===== src/rtl/uart_pkg.sv =====
// uart_pkg
//   Shared definitions for the UART blocks (receiver now, transmitter later).
//   - rx_state_t   : receiver FSM state encoding
//   - clks_per_bit : clock cycles per serial bit (integer division)
package uart_pkg;

    typedef enum logic [2:0] {
        IDLE  = 3'd0,
        START = 3'd1,
        DATA  = 3'd2,
        STOP  = 3'd3,
        BREAK = 3'd4
    } rx_state_t;

    function automatic int clks_per_bit(input int clk_freq, input int baud);
        return clk_freq / baud;
    endfunction

endpackage


===== src/rtl/sync2.sv =====
// sync2
//   Two-flop synchronizer for a single asynchronous input bit.
//   Ports:
//     clk   in  system clock
//     rst_n in  asynchronous active-low reset (both flops load RESET_VAL)
//     d_i   in  asynchronous input
//     q_o   out synchronized output, two clocks of latency
module sync2 #(
    parameter logic RESET_VAL = 1'b1
) (
    input  logic clk,
    input  logic rst_n,
    input  logic d_i,
    output logic q_o
);

    logic meta_q;
    logic sync_q;

    // Two-stage capture chain; only sync_q is safe to use downstream.
    always_ff @(posedge clk or negedge rst_n) begin
        if (!rst_n) begin
            meta_q <= RESET_VAL;
            sync_q <= RESET_VAL;
        end else begin
            meta_q <= d_i;
            sync_q <= meta_q;
        end
    end

    assign q_o = sync_q;

endmodule


===== src/rtl/uart_rx_hex.sv =====
// uart_rx_hex
//   8N1 UART receiver feeding the hex display with the last correctly framed byte.
//   Ports:
//     clk       in   system clock, all logic on posedge
//     rst_n     in   asynchronous active-low reset
//     rx        in   asynchronous serial input, idle high
//     hex_val   out  last good byte (8 bits), changes only together with valid
//     valid     out  one-cycle pulse when hex_val is updated
//     frame_err out  one-cycle pulse when the stop bit is sampled low
//     busy      out  high whenever the receiver is not in IDLE
module uart_rx_hex
    import uart_pkg::*;
#(
    parameter int CLK_FREQ = 12_000_000,
    parameter int BAUD     = 115_200
) (
    input  logic       clk,
    input  logic       rst_n,
    input  logic       rx,
    output logic [7:0] hex_val,
    output logic       valid,
    output logic       frame_err,
    output logic       busy
);

    localparam int CLKS_PER_BIT = clks_per_bit(CLK_FREQ, BAUD);
    localparam int CNT_W        = $clog2(CLKS_PER_BIT);

    localparam logic [CNT_W-1:0] HALF_LAST = CNT_W'(CLKS_PER_BIT / 2 - 1);
    localparam logic [CNT_W-1:0] BIT_LAST  = CNT_W'(CLKS_PER_BIT - 1);

    logic             rx_s;
    rx_state_t        state_q,    state_d;
    logic [CNT_W-1:0] baud_cnt_q, baud_cnt_d;
    logic [2:0]       bit_cnt_q,  bit_cnt_d;
    logic [7:0]       shift_q,    shift_d;
    logic [7:0]       hex_val_q,  hex_val_d;
    logic             valid_q,    valid_d;
    logic             frame_err_q, frame_err_d;
    logic             busy_q,     busy_d;

    sync2 #(
        .RESET_VAL (1'b1)
    ) u_rx_sync (
        .clk   (clk),
        .rst_n (rst_n),
        .d_i   (rx),
        .q_o   (rx_s)
    );

    // State, counters, data path and registered outputs.
    always_ff @(posedge clk or negedge rst_n) begin
        if (!rst_n) begin
            state_q     <= IDLE;
            baud_cnt_q  <= '0;
            bit_cnt_q   <= 3'd0;
            shift_q     <= 8'h00;
            hex_val_q   <= 8'h00;
            valid_q     <= 1'b0;
            frame_err_q <= 1'b0;
            busy_q      <= 1'b0;
        end else begin
            state_q     <= state_d;
            baud_cnt_q  <= baud_cnt_d;
            bit_cnt_q   <= bit_cnt_d;
            shift_q     <= shift_d;
            hex_val_q   <= hex_val_d;
            valid_q     <= valid_d;
            frame_err_q <= frame_err_d;
            busy_q      <= busy_d;
        end
    end

    // Next-state and output decode. The baud counter free-runs by default and is
    // cleared at every sample point, so it never wraps.
    always_comb begin
        state_d     = state_q;
        baud_cnt_d  = baud_cnt_q + CNT_W'(1);
        bit_cnt_d   = bit_cnt_q;
        shift_d     = shift_q;
        hex_val_d   = hex_val_q;
        valid_d     = 1'b0;
        frame_err_d = 1'b0;

        case (state_q)
            IDLE: begin
                baud_cnt_d = '0;
                bit_cnt_d  = 3'd0;
                if (!rx_s) begin
                    state_d = START;
                end else begin
                    state_d = IDLE;
                end
            end
            START: begin
                // Mid start bit: a high line here was only a glitch.
                if (baud_cnt_q == HALF_LAST) begin
                    baud_cnt_d = '0;
                    if (rx_s) begin
                        state_d = IDLE;
                    end else begin
                        state_d = DATA;
                    end
                end else begin
                    state_d = START;
                end
            end
            DATA: begin
                if (baud_cnt_q == BIT_LAST) begin
                    baud_cnt_d = '0;
                    shift_d    = {rx_s, shift_q[7:1]};
                    bit_cnt_d  = bit_cnt_q + 3'd1;
                    if (bit_cnt_q == 3'd7) begin
                        state_d = STOP;
                    end else begin
                        state_d = DATA;
                    end
                end else begin
                    state_d = DATA;
                end
            end
            STOP: begin
                // Leave mid stop bit so an immediately following start edge is caught.
                if (baud_cnt_q == BIT_LAST) begin
                    baud_cnt_d = '0;
                    if (rx_s) begin
                        hex_val_d = shift_q;
                        valid_d   = 1'b1;
                        state_d   = IDLE;
                    end else begin
                        frame_err_d = 1'b1;
                        state_d     = BREAK;
                    end
                end else begin
                    state_d = STOP;
                end
            end
            BREAK: begin
                // Held-low line: wait for idle so no spurious start is decoded.
                baud_cnt_d = '0;
                if (rx_s) begin
                    state_d = IDLE;
                end else begin
                    state_d = BREAK;
                end
            end
            default: begin
                state_d    = IDLE;
                baud_cnt_d = '0;
                bit_cnt_d  = 3'd0;
            end
        endcase

        busy_d = (state_d != IDLE);
    end

    assign hex_val   = hex_val_q;
    assign valid     = valid_q;
    assign frame_err = frame_err_q;
    assign busy      = busy_q;

endmodule


===== config.mk =====
export PLATFORM = sky130hd
export DESIGN_NAME = uart_rx_hex
export DESIGN_NICKNAME = d
export VERILOG_FILES = /design/src/rtl/uart_pkg.sv /design/src/rtl/sync2.sv /design/src/rtl/uart_rx_hex.sv
export SDC_FILE = /design/constraint.sdc
export NUM_CORES = 1
export LEC_CHECK = 0
export CAP_MARGIN = 5
export CORE_MARGIN = 2
export CORE_UTILIZATION = 63
export CTS_BUF_LIST = sky130_fd_sc_hd__clkbuf_4 sky130_fd_sc_hd__clkbuf_8
export DETAILED_ROUTE_END_ITERATION = 10
export GPL_TIMING_DRIVEN = 0
export PLACE_DENSITY = 0.85
export SYNTH_ARGS = -nofsm -noshare
export SYNTH_HDL_FRONTEND = slang
export SYNTH_SLANG_ARGS = --single-unit

===== constraint.sdc =====
create_clock -name clk -period 4.73 [get_ports clk]
set_input_delay 0.946 -clock clk [delete_from_list [all_inputs] [get_ports clk]]
set_output_delay 0.946 -clock clk [all_outputs]
set_load 0.01 [all_outputs]

[Yosys cells after proc, flatten, opt, wreduce, memory -nomap -nowiden]
Index checks and enable logic that the tools add are counted.
Storage, ports and cells
  input bits: 3
  memory bits (writable): 0
  latch bits: 0
  register bits: 34
  logic and storage cells: 47
  output and inout bits: 11
  memories kept: 0
  memory bits (read-only): 0
Operators by class
  divide/modulo/power cells: 0
  add/sub/neg operators: 2
  equality and inequality tests: 8
  bitwise operators: 1
  shift-type cells: 0
  muxes and demuxes: 19
  multipliers: 0
  reduce and logical (&&, ||, !) cells: 7
  magnitude comparators: 0
Operators with widths (number)
  two-way mux 3 bit: 5
  one-hot mux 3 bit (5 select lines): 1
  two-way mux 7 bit: 2
  one-hot mux 7 bit (2 select lines): 1
  two-way mux 1 bit: 8
  adder 7 x 1 -> 7 bit (second input constant): 1
  equality test 7 x 6 -> 1 bit (second input constant): 1
  equality test 7 bit (second input constant): 1
  equality test 3 x 2 -> 1 bit (second input constant): 2
  equality test 3 bit (second input constant): 2
  one-hot mux 3 bit (2 select lines): 1
  AND reduction 2 bit: 2
  adder 3 x 1 -> 3 bit (second input constant): 1
  equality test 3 x 1 -> 1 bit (second input constant): 1
  zero test 3 bit: 1
  AND reduction 3 bit: 1
  nonzero test 3 bit: 1
  OR reduction 3 bit: 1
  two-way mux 2 bit: 1
  != test 2 bit (second input constant): 1
  OR reduction 2 bit: 1
  inverter 1 bit: 1

[Depth between registers and ports, before layout]
Gate-level depths: netlist of run 1.
  word-level depth: 5
  depth in mapped cells: 6

[Modules after synthesis]
From an unflattened synthesis of run 1, not the netlist that was laid out.
Second synthesis, totals
  cell total of the unflattened synthesis: 125
  area total of the unflattened synthesis: 1506.4 um2
Modules (own cells, without submodules)
  uart_rx_hex: seq. area each 800.8 um2, times used 1, cells each 123, area each 1453.9 um2
  sync2: seq. area each 52.6 um2, times used 1, cells each 2, area each 52.6 um2

[Least setup slack after synthesis of run 1]
OpenSTA, ideal clock, no wires.
  path type: register -> register
  start: reg baud_cnt_q[0]
  end: reg busy_q (netlist: busy)
  clock period less this slack: 1.859 ns
  stages on the path, launching flop included: 7
  data required time: 4.599 ns
  data arrival time: 1.728 ns
  slack: 2.871 ns
  library setup time: 0.131 ns
  cell sequence: dfrtp_1 -> ha_1 -> and3b_1 -> buf_6 -> and3_4 -> a221o_1 -> or3_1
On the way
  word-level cells in the longest chain between the ends: 4
  elaborated cells between the ends (all ways): 7
  those cells by class: eq/ne: 2; mux: 4; reduce/logical: 1
RTL lines
  from (decl): RTL line uart_rx_hex.sv:34  | logic [CNT_W-1:0] baud_cnt_q, baud_cnt_d;
  from (signal assigned): RTL line uart_rx_hex.sv:64  | baud_cnt_q <= baud_cnt_d;
  equality test 7 bit or equality test 7 x 6 -> 1 bit (tied branches): RTL line uart_rx_hex.sv:109, uart_rx_hex.sv:124, uart_rx_hex.sv:97
  two-way mux 3 bit (on tied branches): RTL line uart_rx_hex.sv:124, uart_rx_hex.sv:97, uart_rx_hex.sv:109
  one-hot mux 3 bit (5 select lines) *: RTL line uart_rx_hex.sv:85  | case (state_q)
  via state_d[0]: RTL line uart_rx_hex.sv:33  | rx_state_t state_q, state_d;
  nonzero test 3 bit *: RTL line uart_rx_hex.sv:154  | busy_d = (state_d != IDLE);
  via busy_d: RTL line uart_rx_hex.sv:40  | logic busy_q, busy_d;
  to (signal assigned): RTL line uart_rx_hex.sv:70  | busy_q <= busy_d;
  to (decl): RTL line uart_rx_hex.sv:40
Mark *: on every way through the listed nets, which the timed path passes. The rest lies on a longest branch.
A chain may end at the register's enable or synchronous reset.

[Worst setup path in the final report of run 1]
  start: reg baud_cnt_q[0]
  end: reg hex_val_q[3] (netlist: hex_val[3])
On the way
  word-level cells in the longest chain between the ends: 2
RTL lines
  equality test 7 bit: RTL line uart_rx_hex.sv:124  | if (baud_cnt_q == BIT_LAST) begin
  AND reduction 3 bit (no source line)
  to (signal assigned): RTL line uart_rx_hex.sv:67  | hex_val_q <= hex_val_d;
  to (decl): RTL line uart_rx_hex.sv:37  | logic [7:0] hex_val_q, hex_val_d;
Every way passes these cells.

==> metrics.cfg, run 1 <==
[timing]
hold_viol = 0
fmax_ghz = 0.448
slew_viol_final = 0
fin_tns_setup_ps = 0
hold_slack_ps = 360
max_slew.worst_pin.slew_ps = 722
min_period_ps = 2230
min_period_over_period = 0.472
rsz0062_at_grt = no
setup_violations = 0
slew_headroom = 0.519
clock_skew_ps = 10.6
fin_ws_ps = 2500

[run_status]
status = finished clean

[synth]
synth_area_um2 = 1520
synth_xor_area_frac = 0.0288
muxShareOfSynthArea = 0.125
synth-seq-area-share = 0.561
synth-edff-count = 0
ys_warn_count = 0
synth_compound_area_frac = 0.0593
yosys_register_bits = 34
syn_nets = 133
synth-simple-area-share = 0.166
yosysUniqueCellTypes = 36
synthArstFlopShare = 1.00
synthFlopType = dfrtp_1
synth.avg_cell_area_um2 = 12.0
netlist_instances = 127
synth_top_family_by_area = simple AND/OR/NAND/NOR gates
yosys.area_share.adder = 0.0247

[floorplan]
start_util = 0.674
rows = 17
ioPinCount = 14
dieArea_um2 = 2820
die_w_um = 53.1
core_area_um2 = 2250
chipHeight_um = 53.1

[power]
p_clk_frac = 0.364
powerDensity_nw_per_um2 = 270
power.leakage_nw = 0.823
combPwrFrac = 0.015
irDropWorstVdd_uv = 251
switching_share = 0.213
seqPwrFrac = 0.621
p_switching_uw = 101
cell_internal_pwr_uw = 371

[drt]
first_iter_violations = 17
dr.pass1.iters = 4
postRouteAntennaNets = 0
via_per_inst = 5.75
drc = 0
wl_per_cell_um = 15.2
vias = 1012
routed_wl_mm = 2.67

[placed_design]
place_congestion = 0.873
placed_area_um2 = 1680
portBuffers = 13
hpwl_mm = 1.85
pre_cts_ws_ps = 2560

[grt]
track_usage = 0.238
grt.overflow.total = 0
antenna_found_initial = 0
grt_max_degree = 35
grt_pass1_vias = 957
grt_pass1_wl_mm = 4.55

[clock_tree]
cts_tree = yes
clk_latency_ps = 350
clk_pin_slew_worst_paths_ps = 90
cts_root_buf = clkbuf_4
post-cts-setup-buffer-count = 0
ctsLongestPathBuffers = 2
numCtsBuffers = 5
hold_buffers = 0
htreeDepth = 2
cts_resized = 0
clkSinkCount = 34

[finish]
layout_commonest_cell = dfrtp_1
fin_nets = 153
final_cell_mix = dfrtp_1, nor2_1, mux2_2
stdcell_area_um2 = 1740
n_antenna_cell = 0
layout-drive-gt1-share = 0.243
utilization = 0.774
area_growth_pct = 14.7

[critical_path]
r2r_end = hex_val[3]
reg2reg_slack_ps = 2500
rr_startpoint = baud_cnt_q[0]
crit_path_start_kind = register
r2r_cells = 6
crit_start = baud_cnt_q[0]
cp-endpoint = hex_val[3]
end_kind = register
critPathArrivalTime_ps = 2470
path_class = reg -> reg
cp_max_fo = 8
worstPathRequired_ps = 4960

[job]
maxCapViolations = 0

[worst_hold_path]
hold_path.class = reg -> reg
min_path_cells = 0

-- worst min-delay path by stage --
stage                    end             start  slack [ps]
2_1_floorplan  u_rx_sync.q_o  u_rx_sync.meta_q         350
3_3_place_gp   u_rx_sync.q_o  u_rx_sync.meta_q         350
3_5_place_dp   u_rx_sync.q_o  u_rx_sync.meta_q         350
4_1_cts        u_rx_sync.q_o  u_rx_sync.meta_q         360
5_1_grt        u_rx_sync.q_o  u_rx_sync.meta_q         360
6_report       u_rx_sync.q_o  u_rx_sync.meta_q         360
-- power by group through the flow --
| stage | Combinational (mW) | Sequential, mW | Clock (mW) |
|---|---|---|---|
| 4_1_cts | 0.00745 | 0.293 | 0.177 |
| 2_1_floorplan | 0.000565 | 0.298 | 0 |
| 5_1_grt | 0.00846 | 0.293 | 0.188 |
| 6_report | 0.00704 | 0.293 | 0.172 |
| 3_5_place_dp | 0.00741 | 0.299 | 0 |
| 3_3_place_gp | 0.00758 | 0.299 | 0 |
-- worst max-delay path: stages, from the launching register on --
cell and delay, ps:
dfrtp_1 400, ha_1 230, nand2_1 120, nor4b_1 600, and3_1 250, buf_4 180
mux2_2 350
-- final cells by class --
cell class / count / area, um^2
Multi-Input combinational cell: 84 / 614
Sequential cell: 34 / 853
Fill cell: 170 / 510
Tap cell: 28 / 35.0
Inverter: 2 / 7.51
Timing Repair Buffer: 13 / 125
Buffer: 7 / 45.0
Clock inverter: 1 / 5.00
Clock buffer: 7 / 58.8
-- per-layer routing --
layer	wire length (um)	vias to the layer above	global-route usage	part of all wire
met2	1270	32	0.354	0.48
li1	-	484	-	-
met1	1180	488	0.308	0.44
met3	157	8	0.0904	0.059
met5	0	-	0	0
met4	59	0	0.111	0.022
-- metrics by stage --
stage	std cells	power, mW
2_1_floorplan	127	0.299
3_3_place_gp	168	0.306
3_5_place_dp	168	0.306
4_1_cts	176	0.477
5_1_grt	176	0.490
6_report	176	0.472
-- kinds of logic after synthesis --
group | Yosys count
simple gates | 46
buf+inv | 9
xor+xnor | 5
fa+ha+maj | 3
flops | 34
compound gates | 13
mux | 17
-- synth_stat cells, types with 2 or more instances --
cell type / n / share of area
dfstp_2: 2 / 0.035
nand3_1: 5 / 0.016
buf_4: 2 / 0.0099
o21ai_0: 4 / 0.013
nor2b_1: 2 / 0.0082
nor4b_1: 2 / 0.012
mux2_2: 16 / 0.12
dfrtp_1: 32 / 0.53
a22oi_1: 2 / 0.0099
ha_1: 3 / 0.025
and3b_1: 2 / 0.012
a31oi_1: 2 / 0.0082
nor2_1: 16 / 0.040
buf_2: 3 / 0.0099
xor2_1: 2 / 0.012
nor3_1: 2 / 0.0066
nand2_1: 7 / 0.017
xnor2_1: 3 / 0.017
inv_1: 2 / 0.0049
and4b_1: 2 / 0.013
-- flip-flops by register name, summed over array words and instances (netlist names) --
register	flops
hex_val	8
shift_q	8
baud_cnt_q	7
bit_cnt_q	3
state_q	3
busy	1
frame_err	1
u_rx_sync.meta_q	1
u_rx_sync.q_o	1
valid	1
No activity file was read; power rests on OpenSTA's default activity.
==> inputs of run 2 (changes only) <==
--- a/config.mk
+++ b/config.mk
@@ -7,11 +7,11 @@
 export LEC_CHECK = 0
 export CAP_MARGIN = 5
 export CORE_MARGIN = 2
-export CORE_UTILIZATION = 63
+export CORE_UTILIZATION = 53
 export CTS_BUF_LIST = sky130_fd_sc_hd__clkbuf_4 sky130_fd_sc_hd__clkbuf_8
 export DETAILED_ROUTE_END_ITERATION = 10
 export GPL_TIMING_DRIVEN = 0
-export PLACE_DENSITY = 0.85
+export PLACE_DENSITY = 0.76
 export SYNTH_ARGS = -nofsm -noshare
 export SYNTH_HDL_FRONTEND = slang
 export SYNTH_SLANG_ARGS = --single-unit
==> constraint.sdc (replaced) <==
create_clock -name clk -period 1.85 [get_ports clk]
set_input_delay 0.37 -clock clk [delete_from_list [all_inputs] [get_ports clk]]
set_output_delay 0.37 -clock clk [all_outputs]
set_load 0.01 [all_outputs]
==> metrics.cfg, run 2 (synthesized netlist as in run 1, its figures left out) <==
[finish]
layout-drive-gt1-share = 0.342  ; +0.0985
area_growth_pct = 24.6
layout_commonest_cell = dfrtp_1
fin_nets = 163  ; +6.5%
final_cell_mix = dfrtp_1, nor2_1, mux2_2
num-fill-cells = 193  ; +14%
n_antenna_cell = 0  ; unchanged

[grt]
grt_pass1_wl_mm = 4.49  ; -1.5%
grt_max_degree = 35  ; unchanged
grt.overflow.total = 0  ; unchanged
track_usage = 0.180  ; -0.0579
grt_pass1_vias = 946  ; -1.1%
antenna_found_initial = 0  ; unchanged

[power]
seqPwrFrac = 0.643  ; +0.022
switching_share = 0.220  ; +0.00689
power.leakage_nw = 0.886  ; +7.7%
powerDensity_nw_per_um2 = 616  ; +130%
power_mw = 1.17  ; +150%
cell_internal_pwr_uw = 909  ; +150%
p_switching_uw = 257  ; +160%
p_clk_frac = 0.342  ; -0.022
irDropWorstVdd_uv = 634  ; +150%
combPwrFrac = 0.015  ; about the same

[timing]
max_slew.worst_pin.slew_ps = 728  ; +6.56 ps
hold_viol = 0  ; unchanged
setup_violations = 0  ; unchanged
min_period_over_period = 0.995  ; +0.524
hold_slack_ps = 74.0  ; -286 ps
clock_skew_ps = 16.4  ; +5.76 ps
slew_viol_final = 0  ; unchanged
rsz0062_at_grt = yes
min_period_ps = 1840  ; -390 ps
slew_headroom = 0.514  ; -0.00437
fin_ws_ps = 8.50  ; -2490 ps
fmax_ghz = 0.543  ; +21%

[floorplan]
rows = 19  ; +2
ioPinCount = 14  ; unchanged
chipHeight_um = 57.6  ; +8.3%
core_area_um2 = 2730  ; +21%
die_w_um = 57.6  ; +8.3%
start_util = 0.556  ; -0.118
dieArea_um2 = 3310  ; +17%

[critical_path]
crit_path_start_kind = register
reg2reg_slack_ps = 9  ; -2490 ps
r2r_end = busy
worstPathRequired_ps = 2070  ; -2890 ps
rr_startpoint = baud_cnt_q[1]
r2r_cells = 6  ; unchanged
crit_buf_inv = 1  ; unchanged
worstPathCellList = ha_4, and3b_1, buf_6, and3_4, a221o_1, or3_1
crit_slowest_cell = dfrtp_1
path_class = reg -> reg
cp_max_fo = 5  ; -3
critPathTopFamily = simple AND/OR/NAND/NOR gates
end_kind = register
cpPeakStageDelay_ps = 420  ; -180 ps
critPathArrivalTime_ps = 2060  ; -410 ps

[clock_tree]
htreeDepth = 2  ; unchanged
numCtsBuffers = 5  ; unchanged
cts_root_buf = clkbuf_4
ctsLongestPathBuffers = 2  ; unchanged
clkSinkCount = 34  ; unchanged
clk_pin_slew_worst_paths_ps = 110  ; +20 ps
clk_latency_ps = 340  ; about the same
hold_buffers = 0  ; unchanged
cts_tree = yes

[drt]
drc = 0  ; unchanged
vias = 1047  ; +3.5%
wl_per_cell_um = 14.7  ; -3.0%
postRouteAntennaNets = 0  ; unchanged
via_per_inst = 5.54  ; -3.7%
first_iter_violations = 31  ; +14
routed_wl_mm = 2.78  ; +4.1%
dr.pass1.iters = 4  ; unchanged

[worst_hold_path]
hold_path.class = in -> async

[placed_design]
place_congestion = 0.848  ; -2.9%
portBuffers = 13  ; unchanged
pre_cts_ws_ps = -202  ; -2760 ps
hpwl_mm = 1.73  ; -6.6%

[run_status]
status = finished clean

[job]
maxCapViolations = 0  ; unchanged

run 2: changes by cell type in the layout (fill, tap and decap cells not counted), sizes merged:
cell    delta
buf       +10
clkinv     +1
clkbuf     -1
run 2: cell type report:
| cell class | instances | area (um^2) | share of cell area |
|---|---|---|---|
| Buffer | 6 | 52.6 | 0.0277 |
| Inverter | 2 | 7.51 | 0.00396 |
| Clock inverter | 2 | 10.0 | 0.00528 |
| Clock buffer | 6 | 45.0 | 0.0238 |
| Sequential cell | 34 | 857 | 0.452 |
| Timing Repair Buffer | 24 | 208 | 0.110 |
| Tap cell | 31 | 38.8 | 0.0205 |
| Multi-Input combinational cell | 84 | 676 | 0.357 |
run 2: worst max path at each step:
stage / from / to / slack, ps / cells past startpoint
2_1_floorplan: baud_cnt_q[0] / busy / 30 / 6
3_3_place_gp: rst_n / hex_val[1] / -220 / 1
3_5_place_dp: baud_cnt_q[0] / hex_val[1] / -200 / 6
4_1_cts: state_q[2] / hex_val[4] / 10 / 5
5_1_grt: state_q[1] / busy / -70 / 5
6_report: baud_cnt_q[1] / busy / 9 / 6
run 2: power by group through the flow:
stage / clock network (mW) / logic (mW) / registers [mW]
3_3_place_gp: 0 / 0.0197 / 0.763
2_1_floorplan: 0 / 0.00144 / 0.763
5_1_grt: 0.437 / 0.0222 / 0.750
6_report: 0.399 / 0.0179 / 0.749
3_5_place_dp: 0 / 0.0191 / 0.764
4_1_cts: 0.411 / 0.0190 / 0.749
run 2: layer usage:
layer | vias to the layer above | global-route usage | wire, um
met5 | - | 0 | 0
met2 | 14 | 0.268 | 1320
met4 | 0 | 0.0698 | 63
met1 | 515 | 0.246 | 1310
li1 | 510 | - | -
met3 | 8 | 0.0612 | 91
run 2: repair_timing:
| item | 4_1_cts | 5_1_grt |
|---|---|---|
| setup buffers | 5 | 6 |
| hold endpoints to repair | 0 | 0 |
| gates resized for setup | 5 | 12 |
| pin swaps | 5 | 6 |
| endpoints found under the setup margin | 17 | 17 |
run 2: worst register-to-register path, cell delays in order (launching register included):
cell and delay (ps):
dfrtp_1 420, ha_4 180, and3b_1 160, buf_6 120, and3_4 140, a221o_1 330
or3_1 360
run 2: stage by stage:
stage               TNS (ps)  cells   util  cell area [um^2]
finish                     0    189  0.693              1890
global route            -135    189  0.693              1890
CTS                        0    183  0.656              1790
detailed placement     -2950    171  0.617              1690
global placement       -9790    171  0.619              1690
floorplan                  0    127      -              1520
==> inputs of run 3 (changes only) <==
--- a/config.mk
+++ b/config.mk
@@ -7,11 +7,12 @@
 export LEC_CHECK = 0
 export CAP_MARGIN = 5
 export CORE_MARGIN = 2
-export CORE_UTILIZATION = 53
+export CORE_UTILIZATION = 30
 export CTS_BUF_LIST = sky130_fd_sc_hd__clkbuf_4 sky130_fd_sc_hd__clkbuf_8
 export DETAILED_ROUTE_END_ITERATION = 10
 export GPL_TIMING_DRIVEN = 0
-export PLACE_DENSITY = 0.76
+export PLACE_DENSITY = 0.48
+export SLEW_MARGIN = 20
 export SYNTH_ARGS = -nofsm -noshare
 export SYNTH_HDL_FRONTEND = slang
 export SYNTH_SLANG_ARGS = --single-unit
==> metrics.cfg, run 3 (synthesized netlist as in run 1, its figures left out) <==
[timing]
slew_headroom = 0.685  ; +0.171
hold_viol = 3  ; +3
hold_slack_ps = -2.18  ; -76.2 ps
min_period_ps = 1850  ; +7.79 ps
setup_violations = 0  ; unchanged
rsz0062_at_grt = yes
clock_skew_ps = 3.70  ; -12.7 ps
fmax_ghz = 0.541  ; -0.42%
max_slew.worst_pin.slew_ps = 469  ; -259 ps
min_period_over_period = 1.00  ; +0.00421
slew_viol_final = 0  ; unchanged

[power]
p_switching_uw = 268  ; +4.1%
power_mw = 1.46  ; +25%
switching_share = 0.184  ; -0.0366
cell_internal_pwr_mw = 1.19  ; +31%
p_clk_frac = 0.467  ; +0.125
powerDensity_nw_per_um2 = 732  ; +19%
power.leakage_nw = 0.908  ; +2.6%
irDropWorstVdd_uv = 280  ; -56%
combPwrFrac = 0.018  ; +0.003
seqPwrFrac = 0.515  ; -0.128

[critical_path]
cp_max_fo = 7  ; +2
end_kind = register
worstPathRequired_ps = 2010  ; -60 ps
path_class = reg -> reg
crit_path_start_kind = register
critPathArrivalTime_ps = 2010  ; -50 ps

[finish]
layout-drive-gt1-share = 0.333  ; -0.00844
n_antenna_cell = 0  ; unchanged
fin_nets = 161  ; -1.2%
num-fill-cells = 485  ; +150%
area_growth_pct = 30.9
stdcell_area_um2 = 1990  ; +5.0%
layout_commonest_cell = dfrtp_1
final_cell_mix = dfrtp_1, nor2_1, mux2_2

[grt]
grt.overflow.total = 0  ; unchanged
antenna_found_initial = 0  ; unchanged
track_usage = 0.118  ; -0.0623
grt_pass1_wl_mm = 4.85  ; +8.1%
grt_pass1_vias = 1033  ; +9.2%
grt_max_degree = 22  ; -37%

[floorplan]
rows = 25  ; +6
chipHeight_um = 75.2  ; +31%
core_area_um2 = 4820  ; +76%
start_util = 0.316  ; -0.240
ioPinCount = 14  ; unchanged
die_w_um = 75.2  ; +31%
dieArea_um2 = 5650  ; +71%

[placed_design]
hpwl_mm = 1.96  ; +14%
place_congestion = 0.803  ; -5.3%
placed_area_um2 = 1760  ; +4.3%
portBuffers = 13  ; unchanged

[run_status]
failed_checks = negative hold slack
status = complete, but fails checks

[job]
maxCapViolations = 0  ; unchanged

[clock_tree]
clk_pin_slew_worst_paths_ps = 70  ; -40 ps
htreeDepth = 2  ; unchanged
clk_latency_ps = 280  ; -60 ps
cts_root_buf = clkbuf_8
ctsLongestPathBuffers = 2  ; unchanged
clkSinkCount = 34  ; unchanged
cts_tree = yes
numCtsBuffers = 5  ; unchanged

[drt]
first_iter_violations = 25  ; -19%
via_per_inst = 4.68  ; -15%
wl_per_cell_um = 12.7  ; -14%
dr.pass1.iters = 4  ; unchanged
vias = 1044  ; -0.29%
routed_wl_mm = 2.82  ; +1.6%
postRouteAntennaNets = 0  ; unchanged
drc = 0  ; unchanged

[worst_hold_path]
hold_path.class = in -> async

-- run 3: cell types whose count changed in the layout (fill, tap and decap cells not counted), moves of 2 or more --
cell | previous run | this run
clkbuf_8 | 0 | 5
buf_4 | 13 | 10
clkbuf_4 | 6 | 3
clkinv_2 | 2 | 0
-- run 3: power by group through the flow --
stage | registers, mW | logic, mW | clock network, mW
floorplan | 0.763 | 0.00144 | 0
global placement | 0.764 | 0.0205 | 0
detailed placement | 0.764 | 0.0269 | 0
CTS | 0.750 | 0.0271 | 0.704
global route | 0.749 | 0.0298 | 0.753
finish | 0.750 | 0.0255 | 0.681
-- run 3: critical path, cell delays in order, from the launching register on --
cell     delay [ps]
dfrtp_1         390
ha_2            210
and3b_2         260
and3_4          180
a221o_1         320
or3_1           370
-- run 3: final cells by class --
cell class / count / area, um^2 / share of cell area
buffer: 5 / 41.3 / 0.0208
timing repair buffer: 23 / 220 / 0.111
inverter: 2 / 7.51 / 0.00377
clock buffer: 7 / 83.8 / 0.0421
sequential: 34 / 856 / 0.430
multi-input combinational: 84 / 667 / 0.335
tap: 67 / 83.8 / 0.0421
clock inverter: 1 / 30.0 / 0.0151
-- run 3: final timing paths --
kind                             startpoint             to  slack (ps)  cells past startpoint
setup / recovery              baud_cnt_q[0]           busy         0.7                      5
hold / removal                        rst_n  baud_cnt_q[2]          -2                      1
setup reg to reg              baud_cnt_q[0]           busy         0.7                      5
hold reg to reg            u_rx_sync.meta_q  u_rx_sync.q_o         360                      0
max in group asynchronous             rst_n  u_rx_sync.q_o        1350                      2
min in group clk           u_rx_sync.meta_q  u_rx_sync.q_o         360                      0
-- run 3: per-stage QoR --
step	setup WS [ps]	utilization	instances	TNS (ps)
2_1_floorplan	31.3	-	127	0
3_5_place_dp	-235	0.365	208	-3350
3_3_place_gp	-307	0.361	207	-12760
6_report	0.712	0.413	223	0
4_1_cts	6.06	0.404	220	0
5_1_grt	-40.4	0.413	223	-43.4
-- run 3: what timing repair did --
action                     CTS  global route
buffers inserted             4             5
gates resized for setup      7             8
pin swaps                    3             6
hold buffers                 0             0
setup endpoints to repair   17            17
-- run 3: routing by layer --
| metal | routed length (um) | global-route usage | share of wire | up-vias |
|---|---|---|---|---|
| met5 | 0 | 0 | 0 | - |
| met4 | 36 | 0.0624 | 0.013 | 0 |
| met3 | 111 | 0.0402 | 0.039 | 4 |
| met2 | 1360 | 0.180 | 0.48 | 20 |
| met1 | 1320 | 0.148 | 0.47 | 517 |
| li1 | - | - | - | 503 |
